$ cat src/rtl/dmem_seq_pkg.sv
// Shared types and constants for the data-memory load/store sequencer.
// Optional feature macro: DMEM_SEQ_MISALIGN_TRAP_EN (misaligned half/word requests trap).
package dmem_seq_pkg;

  typedef enum logic [2:0] {
    ST_IDLE     = 3'd0,
    ST_REQ      = 3'd1,
    ST_WAIT_RSP = 3'd2,
    ST_DONE     = 3'd3,
    ST_ERR      = 3'd4,
    ST_TRAP     = 3'd5
  } state_e;

  localparam logic [2:0] F3_B  = 3'b000;
  localparam logic [2:0] F3_H  = 3'b001;
  localparam logic [2:0] F3_W  = 3'b010;
  localparam logic [2:0] F3_BU = 3'b100;
  localparam logic [2:0] F3_HU = 3'b101;

  localparam logic [3:0] MASK_B    = 4'b0001;
  localparam logic [3:0] MASK_H_LO = 4'b0011;
  localparam logic [3:0] MASK_H_HI = 4'b1100;
  localparam logic [3:0] MASK_W    = 4'b1111;

  // Half with odd address, or any word-sized access not on a word boundary.
  function automatic logic is_misaligned(input logic [2:0] funct3, input logic [1:0] addr_lo);
    logic w_half;
    logic w_word;
    w_half = (funct3[1:0] == F3_H[1:0]);
    w_word = funct3[1];
    return (w_half & addr_lo[0]) | (w_word & (addr_lo != 2'b00));
  endfunction

endpackage

$ cat src/rtl/dmem_lane.sv
// Byte-lane logic: store mask, store data lane shift and load extraction/extension.
module dmem_lane
  import dmem_seq_pkg::*;
(
  input  logic [2:0]  i_funct3,
  input  logic [1:0]  i_addr_lo,
  input  logic [31:0] i_wdata,
  input  logic [31:0] i_rdata,
  output logic [3:0]  o_mask,
  output logic [31:0] o_wdata,
  output logic [31:0] o_rdata
);

  logic [7:0]  w_byte;
  logic [15:0] w_half;

  // Access size decode; undefined encodings fall through to word.
  always_comb begin
    o_mask  = MASK_W;
    o_wdata = i_wdata;
    o_rdata = i_rdata;
    w_byte  = 8'(i_rdata >> {i_addr_lo, 3'b000});
    w_half  = 16'(i_rdata >> {i_addr_lo[1], 4'b0000});
    case ({1'b0, i_funct3[1:0]})
      F3_B: begin
        o_mask  = 4'(MASK_B << i_addr_lo);
        o_wdata = i_wdata << {i_addr_lo, 3'b000};
        o_rdata = i_funct3[2] ? {24'h0, w_byte} : {{24{w_byte[7]}}, w_byte};
      end
      F3_H: begin
        o_mask  = i_addr_lo[1] ? MASK_H_HI : MASK_H_LO;
        o_wdata = i_wdata << {i_addr_lo[1], 4'b0000};
        o_rdata = i_funct3[2] ? {16'h0, w_half} : {{16{w_half[15]}}, w_half};
      end
      default: begin
        o_mask  = MASK_W;
        o_wdata = i_wdata;
        o_rdata = i_rdata;
      end
    endcase
  end

endmodule

$ cat src/rtl/dmem_seq.sv
// MEM-stage load/store sequencer onto a req/gnt + rvalid data-memory bus.
// Optional feature macro: DMEM_SEQ_MISALIGN_TRAP_EN.
module dmem_seq
  import dmem_seq_pkg::*;
#(
  parameter int unsigned TIMEOUT_W   = 8,
  parameter int unsigned TIMEOUT_MAX = 200
) (
  input  logic        i_clk,
  input  logic        i_rst_n,
  input  logic        i_mem_valid,
  input  logic        i_mem_wen,
  input  logic [2:0]  i_funct3,
  input  logic [31:0] i_addr,
  input  logic [31:0] i_wdata,
  output logic        o_stall,
  output logic        o_done,
  output logic [31:0] o_rdata,
  output logic        o_err,
  output logic        o_bus_req,
  input  logic        i_bus_gnt,
  output logic [31:0] o_bus_addr,
  output logic        o_bus_wen,
  output logic [3:0]  o_bus_mask,
  output logic [31:0] o_bus_wdata,
  input  logic        i_bus_rvalid,
  input  logic [31:0] i_bus_rdata,
  output logic        o_trap
);

  state_e                r_state;
  logic                  r_wen;
  logic [2:0]            r_funct3;
  logic [31:0]           r_addr;
  logic [3:0]            r_mask;
  logic [31:0]           r_wdata;
  logic [TIMEOUT_W-1:0]  r_cnt;
  logic                  r_bus_req;
  logic                  r_done;
  logic                  r_err;
  logic [31:0]           r_rdata;

  logic                  w_idle;
  logic [2:0]            w_lane_f3;
  logic [1:0]            w_lane_lo;
  logic [3:0]            w_mask;
  logic [31:0]           w_wdata;
  logic [31:0]           w_rdata;
  logic [TIMEOUT_W-1:0]  w_cnt_nxt;
  logic                  w_timeout;
  logic                  w_misalign;

  // Lane logic sees the live request while idle, the latched one afterwards.
  assign w_idle    = (r_state == ST_IDLE);
  assign w_lane_f3 = w_idle ? i_funct3 : r_funct3;
  assign w_lane_lo = w_idle ? i_addr[1:0] : r_addr[1:0];
  assign w_cnt_nxt = r_cnt + TIMEOUT_W'(1);
  assign w_timeout = (w_cnt_nxt == TIMEOUT_W'(TIMEOUT_MAX));

  dmem_lane u_lane (
    .i_funct3  (w_lane_f3),
    .i_addr_lo (w_lane_lo),
    .i_wdata   (i_wdata),
    .i_rdata   (i_bus_rdata),
    .o_mask    (w_mask),
    .o_wdata   (w_wdata),
    .o_rdata   (w_rdata)
  );

`ifdef DMEM_SEQ_MISALIGN_TRAP_EN
  logic r_trap;
  assign w_misalign = is_misaligned(i_funct3, i_addr[1:0]);
  assign o_trap     = r_trap;
`else
  assign w_misalign = 1'b0;
  assign o_trap     = 1'b0;
`endif

  // Sequencer state, latched request and registered handshake outputs.
  always_ff @(posedge i_clk or negedge i_rst_n) begin
    if (!i_rst_n) begin
      r_state   <= ST_IDLE;
      r_wen     <= 1'b0;
      r_funct3  <= 3'b000;
      r_addr    <= 32'h0;
      r_mask    <= 4'h0;
      r_wdata   <= 32'h0;
      r_cnt     <= '0;
      r_bus_req <= 1'b0;
      r_done    <= 1'b0;
      r_err     <= 1'b0;
      r_rdata   <= 32'h0;
`ifdef DMEM_SEQ_MISALIGN_TRAP_EN
      r_trap    <= 1'b0;
`endif
    end else begin
      r_done <= 1'b0;
      r_err  <= 1'b0;
`ifdef DMEM_SEQ_MISALIGN_TRAP_EN
      r_trap <= 1'b0;
`endif
      case (r_state)
        ST_IDLE: begin
          if (i_mem_valid) begin
            if (w_misalign) begin
              r_state <= ST_TRAP;
`ifdef DMEM_SEQ_MISALIGN_TRAP_EN
              r_trap  <= 1'b1;
`endif
            end else begin
              r_wen     <= i_mem_wen;
              r_funct3  <= i_funct3;
              r_addr    <= i_addr;
              r_mask    <= w_mask;
              r_wdata   <= w_wdata;
              r_cnt     <= '0;
              r_bus_req <= 1'b1;
              r_state   <= ST_REQ;
            end
          end
        end
        ST_REQ: begin
          if (i_bus_gnt) begin
            r_bus_req <= 1'b0;
            r_cnt     <= '0;
            if (r_wen) begin
              r_done  <= 1'b1;
              r_state <= ST_DONE;
            end else begin
              r_state <= ST_WAIT_RSP;
            end
          end else if (w_timeout) begin
            r_bus_req <= 1'b0;
            r_err     <= 1'b1;
            r_state   <= ST_ERR;
          end else begin
            r_cnt <= w_cnt_nxt;
          end
        end
        ST_WAIT_RSP: begin
          if (i_bus_rvalid) begin
            r_rdata <= w_rdata;
            r_done  <= 1'b1;
            r_state <= ST_DONE;
          end else if (w_timeout) begin
            r_err   <= 1'b1;
            r_state <= ST_ERR;
          end else begin
            r_cnt <= w_cnt_nxt;
          end
        end
        default: r_state <= ST_IDLE;
      endcase
    end
  end

  assign o_stall     = i_mem_valid & ~r_done & ~r_err & ~o_trap;
  assign o_done      = r_done;
  assign o_err       = r_err;
  assign o_rdata     = r_rdata;
  assign o_bus_req   = r_bus_req;
  assign o_bus_addr  = {r_addr[31:2], 2'b00};
  assign o_bus_wen   = r_wen;
  assign o_bus_mask  = r_mask;
  assign o_bus_wdata = r_wdata;

endmodule

$ cat config.mk
export PLATFORM = sky130hd
export DESIGN_NAME = dmem_seq
export DESIGN_NICKNAME = d
export VERILOG_FILES = /design/src/rtl/dmem_seq_pkg.sv /design/src/rtl/dmem_lane.sv /design/src/rtl/dmem_seq.sv
export SDC_FILE = /design/constraint.sdc
export NUM_CORES = 1
export LEC_CHECK = 0
export CAP_MARGIN = 40
export CORE_UTILIZATION = 40
export DETAILED_ROUTE_END_ITERATION = 8
export PLACE_DENSITY = 0.74
export SLEW_MARGIN = 15
export SYNTH_ARGS = -nofsm -noshare
export SYNTH_HDL_FRONTEND = slang
export SYNTH_SLANG_ARGS = --single-unit
$ cat constraint.sdc
create_clock -name i_clk -period 2.16 [get_ports i_clk]
set_input_delay 0.216 -clock i_clk [delete_from_list [all_inputs] [get_ports i_clk]]
set_output_delay 0.216 -clock i_clk [all_outputs]
set_load 0.03 [all_outputs]
==> results of run 1 <==
[worst max-delay path, cell delays in order, from the launching register on]
cell      delay (ns)
dfrtp_1         0.43
or3_4           0.43
buf_4           0.16
a2111o_1        0.33
a32oi_4         0.30
nor3b_4         0.09
buf_12          0.16
o22ai_1         0.12
[stage by stage]
stage               utilization [%]  setup slack, ns  hold WS (ns)  TNS (ns)  total power, mW
floorplan                         -          0.00711       -0.0796         0             9.32
global placement               56.9         -0.00840         0.252   -0.0367             12.4
detailed placement             56.9           -0.105         0.250     -1.63             12.6
CTS                            61.8          0.00806         0.306         0             16.1
global route                   62.5         -0.00565         0.321  -0.00667             17.2
finish                         62.5           0.0613         0.321         0             16.3
[how the worst max path moves through the flow]
stage,from,to,slack [ns],cells past startpoint
final,r_state[2],o_rdata[17],0.06,7
after global routing,r_state[2],o_bus_wdata[26],-0.006,7
after CTS,r_state[1],o_bus_wdata[26],0.008,7
after detailed placement,i_addr[0],o_rdata[13],-0.11,6
after global placement,i_addr[0],o_rdata[13],-0.008,6
after floorplan,r_state[2],o_bus_wdata[10],0.007,6
[sequential cells by signal, summed over array words and instances, names as in the netlist]
| register | cells |
|---|---|
| o_bus_wdata | 32 |
| r_addr | 32 |
| o_bus_wen | 1 |
| r_cnt | 8 |
| o_err | 1 |
| r_funct3 | 3 |
| r_state | 3 |
| o_bus_req | 1 |
| o_bus_mask | 4 |
| o_rdata | 32 |
| o_done | 1 |
[cells by family after synthesis]
| kind of cell | count (synthesis) |
|---|---|
| AND/OR/NAND/NOR | 265 |
| AO/OA/AOI/OAI | 219 |
| flip-flops | 118 |
| buffers and inverters | 88 |
| multiplexers | 15 |
| XOR/XNOR | 2 |
| adder cells (fa/ha/maj) | 1 |
| other | 1 |
[metal layers]
layer	vias up	wire length (um)	GRT usage [%]	part of all wire, %
met3	22	1630	7.73	8.0
met2	275	9640	40.2	47
li1	2914	-	-	-
met4	0	236	7.96	1.2
met1	3050	8860	33.0	43
met5	-	0	0	0
[power groups by stage]
stage / Clock [mW] / Combinational [mW] / Sequential, mW
after floorplan: 0 / 4.36 / 4.96
after global placement: 0 / 8.54 / 3.89
after detailed placement: 0 / 8.66 / 3.90
after CTS: 3.43 / 8.77 / 3.89
after global routing: 3.55 / 9.58 / 4.03
final: 3.39 / 8.98 / 3.90
[final cells by class]
class                           instances  area, sq um  share of cell area (%)
Clock buffer                           20          457                    4.76
Clock inverter                         12          248                    2.58
Inverter                                4         15.0                   0.156
Multi-Input combinational cell        505         3020                    31.4
Sequential cell                       118         2950                    30.8
Tap cell                              211          264                    2.75
Timing Repair Buffer                  265         2650                    27.5
[timing repair]
action                     in CTS  in global routing
pin swaps                       2                  2
resized for setup               3                 11
gates cloned                    0                  1
buffers inserted                2                  3
setup endpoints to repair      15                 46
hold buffers                    1                  0
hold endpoints to repair       38                  0
[cell usage in the layout, fill, tap and decap left out, drive strengths merged, types with 7 or more instances in the layout]
master / count
o21ai: 62
nand2: 149
clkbuf: 21
nor2b: 10
o22ai: 24
a21oi: 31
nand3: 8
o31ai: 8
bufinv: 7
dfrtp: 118
nor2: 58
o21a: 17
clkdlybuf4s50: 206
a22oi: 9
or3: 7
a221oi: 23
a22o: 8
mux2i: 12
buf: 57
==> results.ini, run 1 <==
[status]
status = completed

[critical_path]
criticalPathCategory = reg2reg
worst_setup_path_start_kind = flip-flop
crit_path_end_kind = flip-flop
worstPathRequired_ns = 2.50
arrival_ns = 2.43
reg2reg_slack_ns = 0.06
cp_max_fo = 16
r2r_end = o_rdata[17]
regToRegStartpoint = r_state[2]
r2r_cells = 7

[synthesis]
netlist_top_cells_count = nand2_1 (149), dfrtp_1 (118), nor2_1 (58), o21ai_0 (57), buf_4 (33)
synth_most_common_cell = nand2_1
netlist.area_leader.share_pct = 46.2
yosysSeqAreaShare_pct = 46.2
async_flop_share_pct = 100
synth-seq-cells = 118
yosys.area.top_type = dfrtp_1
synth-compound-area-share_pct = 24.2
synth_top_family_by_area = compound AO/OA/AOI/OAI gates
ys_types = 64
yosys.area_share.adder_pct = 0.196
synthMuxAreaShare_pct = 2.58
syn_inst = 709
yosysWarnings = 0
avgSynthCellArea_sq_um = 9.02
ys_top_cells_by_area = dfrtp_1 (46%), nand2_1 (8.7%), o21ai_0 (4.5%), buf_4 (3.9%), nor2_1 (3.4%)
synth-xor-area-share_pct = 0.274
synth_edf_count = 0
yosys.area_share.simple_pct = 18.7
synth-main-ff-cell = dfrtp_1
synth_area_sq_um = 6390

[global_route]
track_usage_pct = 25.3
grt_pass1_vias = 5999
grt-ovfl-total = 0
grt_max_degree = 53
antenna_found_initial = 0
grt_pass1_wl_um = 32200

[clock_tree]
ctsHtreeMaxLevel = 4
cts_tree = yes
numCtsBuffers = 17
clk_path_buf_depth = 2
clk_pin_slew_worst_paths_ns = 0.06
clock-sinks = 118
ctsRootBufferMaster = clkbuf_16
clk_latency_ns = 0.42

[power]
ir_drop_mv = 0.852
p_seq_share_pct = 24.0
switching_power_mw = 6.89
clkPwrFrac_pct = 20.8
p_sw_share_pct = 42.3
power.density_nw_per_um2 = 1700
pwr-share-comb_pct = 55.2
power.internal_mw = 9.39
p_leak_nw = 4.06

[place]
placedCellCount = 1096
hpwl_um = 14200
dpl_cell_area_sq_um = 8750
gp_congestion = 0.871
port-buffer-count = 207

[detailed_routing]
dr.pass1.iters = 5
wl_per_cell_um = 17.9
drtIter0Drc = 456
antenna_left = 0
viasPerCell = 5.52
wl_um = 20400
vias = 6261
drc = 0

[floorplan]
pin_count = 211
dieArea_sq_um = 16500
fp.dieH_um = 128
die_width_um = 128
initial_utilization_pct = 41.6
core_sq_um = 15400
rows = 45

[sta]
hold_viol = 0
skew_ns = 0.00602
slew_violations = 0
relSlewSlack_pct = 61.1
worstMarginPinSlew_ns = 0.584
min_period_over_period_pct = 97.2
setup_viol_count_final = 0
clock.fmax_mhz = 476
period_minus_slack_ns = 2.10

[worst_hold_path]
holdPathEnd = r_addr[17]
min_path_type = in2reg
worstHoldStart = i_addr[17]
hold_depth = 3

[final_layout]
diodes = 0
fill_cells = 1276
final_cell_count_no_fill = 1135
drive_above_1_share_pct = 13.6
postLayoutCellArea_sq_um = 9600
final_nets = 1017
syn_to_final_growth_pct = 50.2

[flow_run]
max_cap_violations = 0

(Power assumes the default switching activity.)
==> run 2, diff against run 1 <==
CTS_BUF_LIST = sky130_fd_sc_hd__clkbuf_2   (was not set)
MAX_ROUTING_LAYER = met4   (was not set)
==> run 2 against run 1 <==
  * Core utilization grew 0.69 points
  * First-iteration DRC count rose by 13%
  * Sequential share of layout area down 0.32 points
  * Clock-buffer cell count shrank 2
  * Global-route usage rose by 1.5 points
  * Clock power is 41% lower
  * Cell count up 3.3%
  * Routed wire length is 3.6% higher
  * Setup slack worse by 0.029 ns
  * Worst hold slack worse by 0.21 ns
  * Die area unchanged
  * Via count grew 3.1%
  * Largest power group unchanged
  * Highest routed layer unchanged
==> results.ini, run 2 (synthesized netlist as in run 1, its figures left out) <==
[status]
status = completed

[sta]
period_minus_slack_ns = 2.13
slew_violations = 0
hold_viol = 0
worstMarginPinSlew_ns = 0.546
clock.fmax_mhz = 470
layout_setup_ws_ns = 0.0323
skew_ns = 0.0238
relSlewSlack_pct = 63.5
setup_viol_count_final = 0
min_period_over_period_pct = 98.5

[clock_tree]
ctsHtreeMaxLevel = 4
clk_path_buf_depth = 2
clock-sinks = 118
numCtsBuffers = 17
ctsRootBufferMaster = clkbuf_2
clk_latency_ns = 0.72
cts_tree = yes
clk_pin_slew_worst_paths_ns = 0.20

[detailed_routing]
viasPerCell = 5.51
wl_per_cell_um = 18.0
vias = 6454
antenna_left = 0
dr.pass1.iters = 5
drtIter0Drc = 515
drc = 0
wl_um = 21100

[global_route]
grt_pass1_wl_um = 32800
grt_pass1_vias = 6198
grt-ovfl-total = 0
track_usage_pct = 26.8
antenna_found_initial = 0
grt_max_degree = 53

[place]
dpl_worst_slack_ns = -0.105
placedCellCount = 1096
gp_congestion = 0.885
port-buffer-count = 207
hpwl_um = 14200

[power]
power.density_nw_per_um2 = 1550
total_power_mw = 15.1
ir_drop_mv = 0.761
p_leak_nw = 4.25

[final_layout]
drive_above_1_share_pct = 13.5
seqCellArea_sq_um = 2960
final_nets = 1054
final_cell_count_no_fill = 1172
syn_to_final_growth_pct = 51.9
mostFrequentLayoutCell = clkdlybuf4s50_1
diodes = 0
final_cell_mix = clkdlybuf4s50_1 (184), nand2_1 (147), dfrtp_1 (116)
fill_cells = 1269
multi_input_area_sq_um = 3030

[flow_run]
max_cap_violations = 0

[critical_path]
worst_setup_path_start_kind = flip-flop
crit_path_end_kind = flip-flop
cp_max_fo = 16
criticalPathCategory = reg2reg
regToRegStartpoint = r_state[2]
arrival_ns = 2.77
worstPathRequired_ns = 2.80
setup.worst_path.start = r_state[2]

[floorplan]
dieArea_sq_um = 16500
rows = 45
fp.dieH_um = 128
core_sq_um = 15400
die_width_um = 128
initial_utilization_pct = 41.6
pin_count = 211

[worst_hold_path]
min_path_type = in2reg
worstHoldStart = i_bus_rdata[26]

==> run 2: cell types whose count changed in the layout (fill, tap and decap cells not counted), moves of 2 or more <==
cell | previous run | this run
dlymetal6s2s_1 | 0 | 21
clkbuf_8 | 2 | 0
clkbuf_2 | 0 | 18
dlygate4sd3_1 | 1 | 35
clkinv_1 | 0 | 2
clkbuf_16 | 18 | 2
clkdlybuf4s50_1 | 206 | 184
==> run 2: per-stage QoR <==
| step | TNS, ns | hold slack, ns | instance area [sq um] | utilization (%) |
|---|---|---|---|---|
| 6_report | 0 | 0.109 | 9710 | 63.2 |
| 5_1_grt | -0.0208 | 0.0372 | 9710 | 63.2 |
| 4_1_cts | 0 | 0.00901 | 9480 | 61.7 |
| 3_5_place_dp | -1.63 | 0.250 | 8750 | 56.9 |
| 3_3_place_gp | -0.0367 | 0.252 | 8750 | 56.9 |
| 2_1_floorplan | 0 | -0.0796 | 6400 | - |
==> run 2: worst paths after layout <==
kind                       depth (start not counted)               to  slack (ns)
max                                                7      o_rdata[17]        0.03
max in group asynchronous                          4       r_state[1]        0.30
max reg2reg                                        7      o_rdata[17]        0.03
min in group asynchronous                          3  o_bus_wdata[28]        0.53
min reg2reg                                        2        r_addr[7]        0.50
min                                                3      o_rdata[26]        0.11
==> run 2: power breakdown <==
group	internal (mW)	leakage, nW	total, mW	switching, mW
Combinational	3.99	2.65	9.19	5.21
Sequential	3.18	1.43	3.89	0.703
Clock	1.10	0.178	2.01	0.905
Total	8.27	4.25	15.1	6.81
==> run 2: worst max-delay path, stage by stage, from the launching register on <==
cell,delay [ns]
dfrtp_1,0.47
buf_6,0.17
o31a_1,0.32
or3b_1,0.42
a32oi_4,0.29
nor3b_4,0.09
buf_12,0.16
o22ai_1,0.12
==> run 2: timing repair <==
| action | CTS | global route |
|---|---|---|
| pin swaps | 2 | 2 |
| buffers inserted | 2 | 5 |
| hold buffers | 34 | 1 |
| resized for setup | 5 | 36 |
| gates cloned | 0 | 2 |
| endpoints found under the setup margin | 24 | 69 |
| endpoints found under the hold margin | 149 | 1 |
==> run 2: layout make-up <==
cell class	count	share of cell area, %
clock buffer	18	0.928
clock inverter	14	2.63
inverter	4	0.155
multi-input combinational	505	31.2
sequential	118	30.4
tap	211	2.72
timing repair buffer	302	31.9
==> run 2: layer usage <==
layer | part of all wire (%) | GRT usage [%]
met4 | 1.8 | 8.44
met1 | 42 | 33.4
met5 | 0 | -
met2 | 48 | 42.0
met3 | 8.6 | 7.57
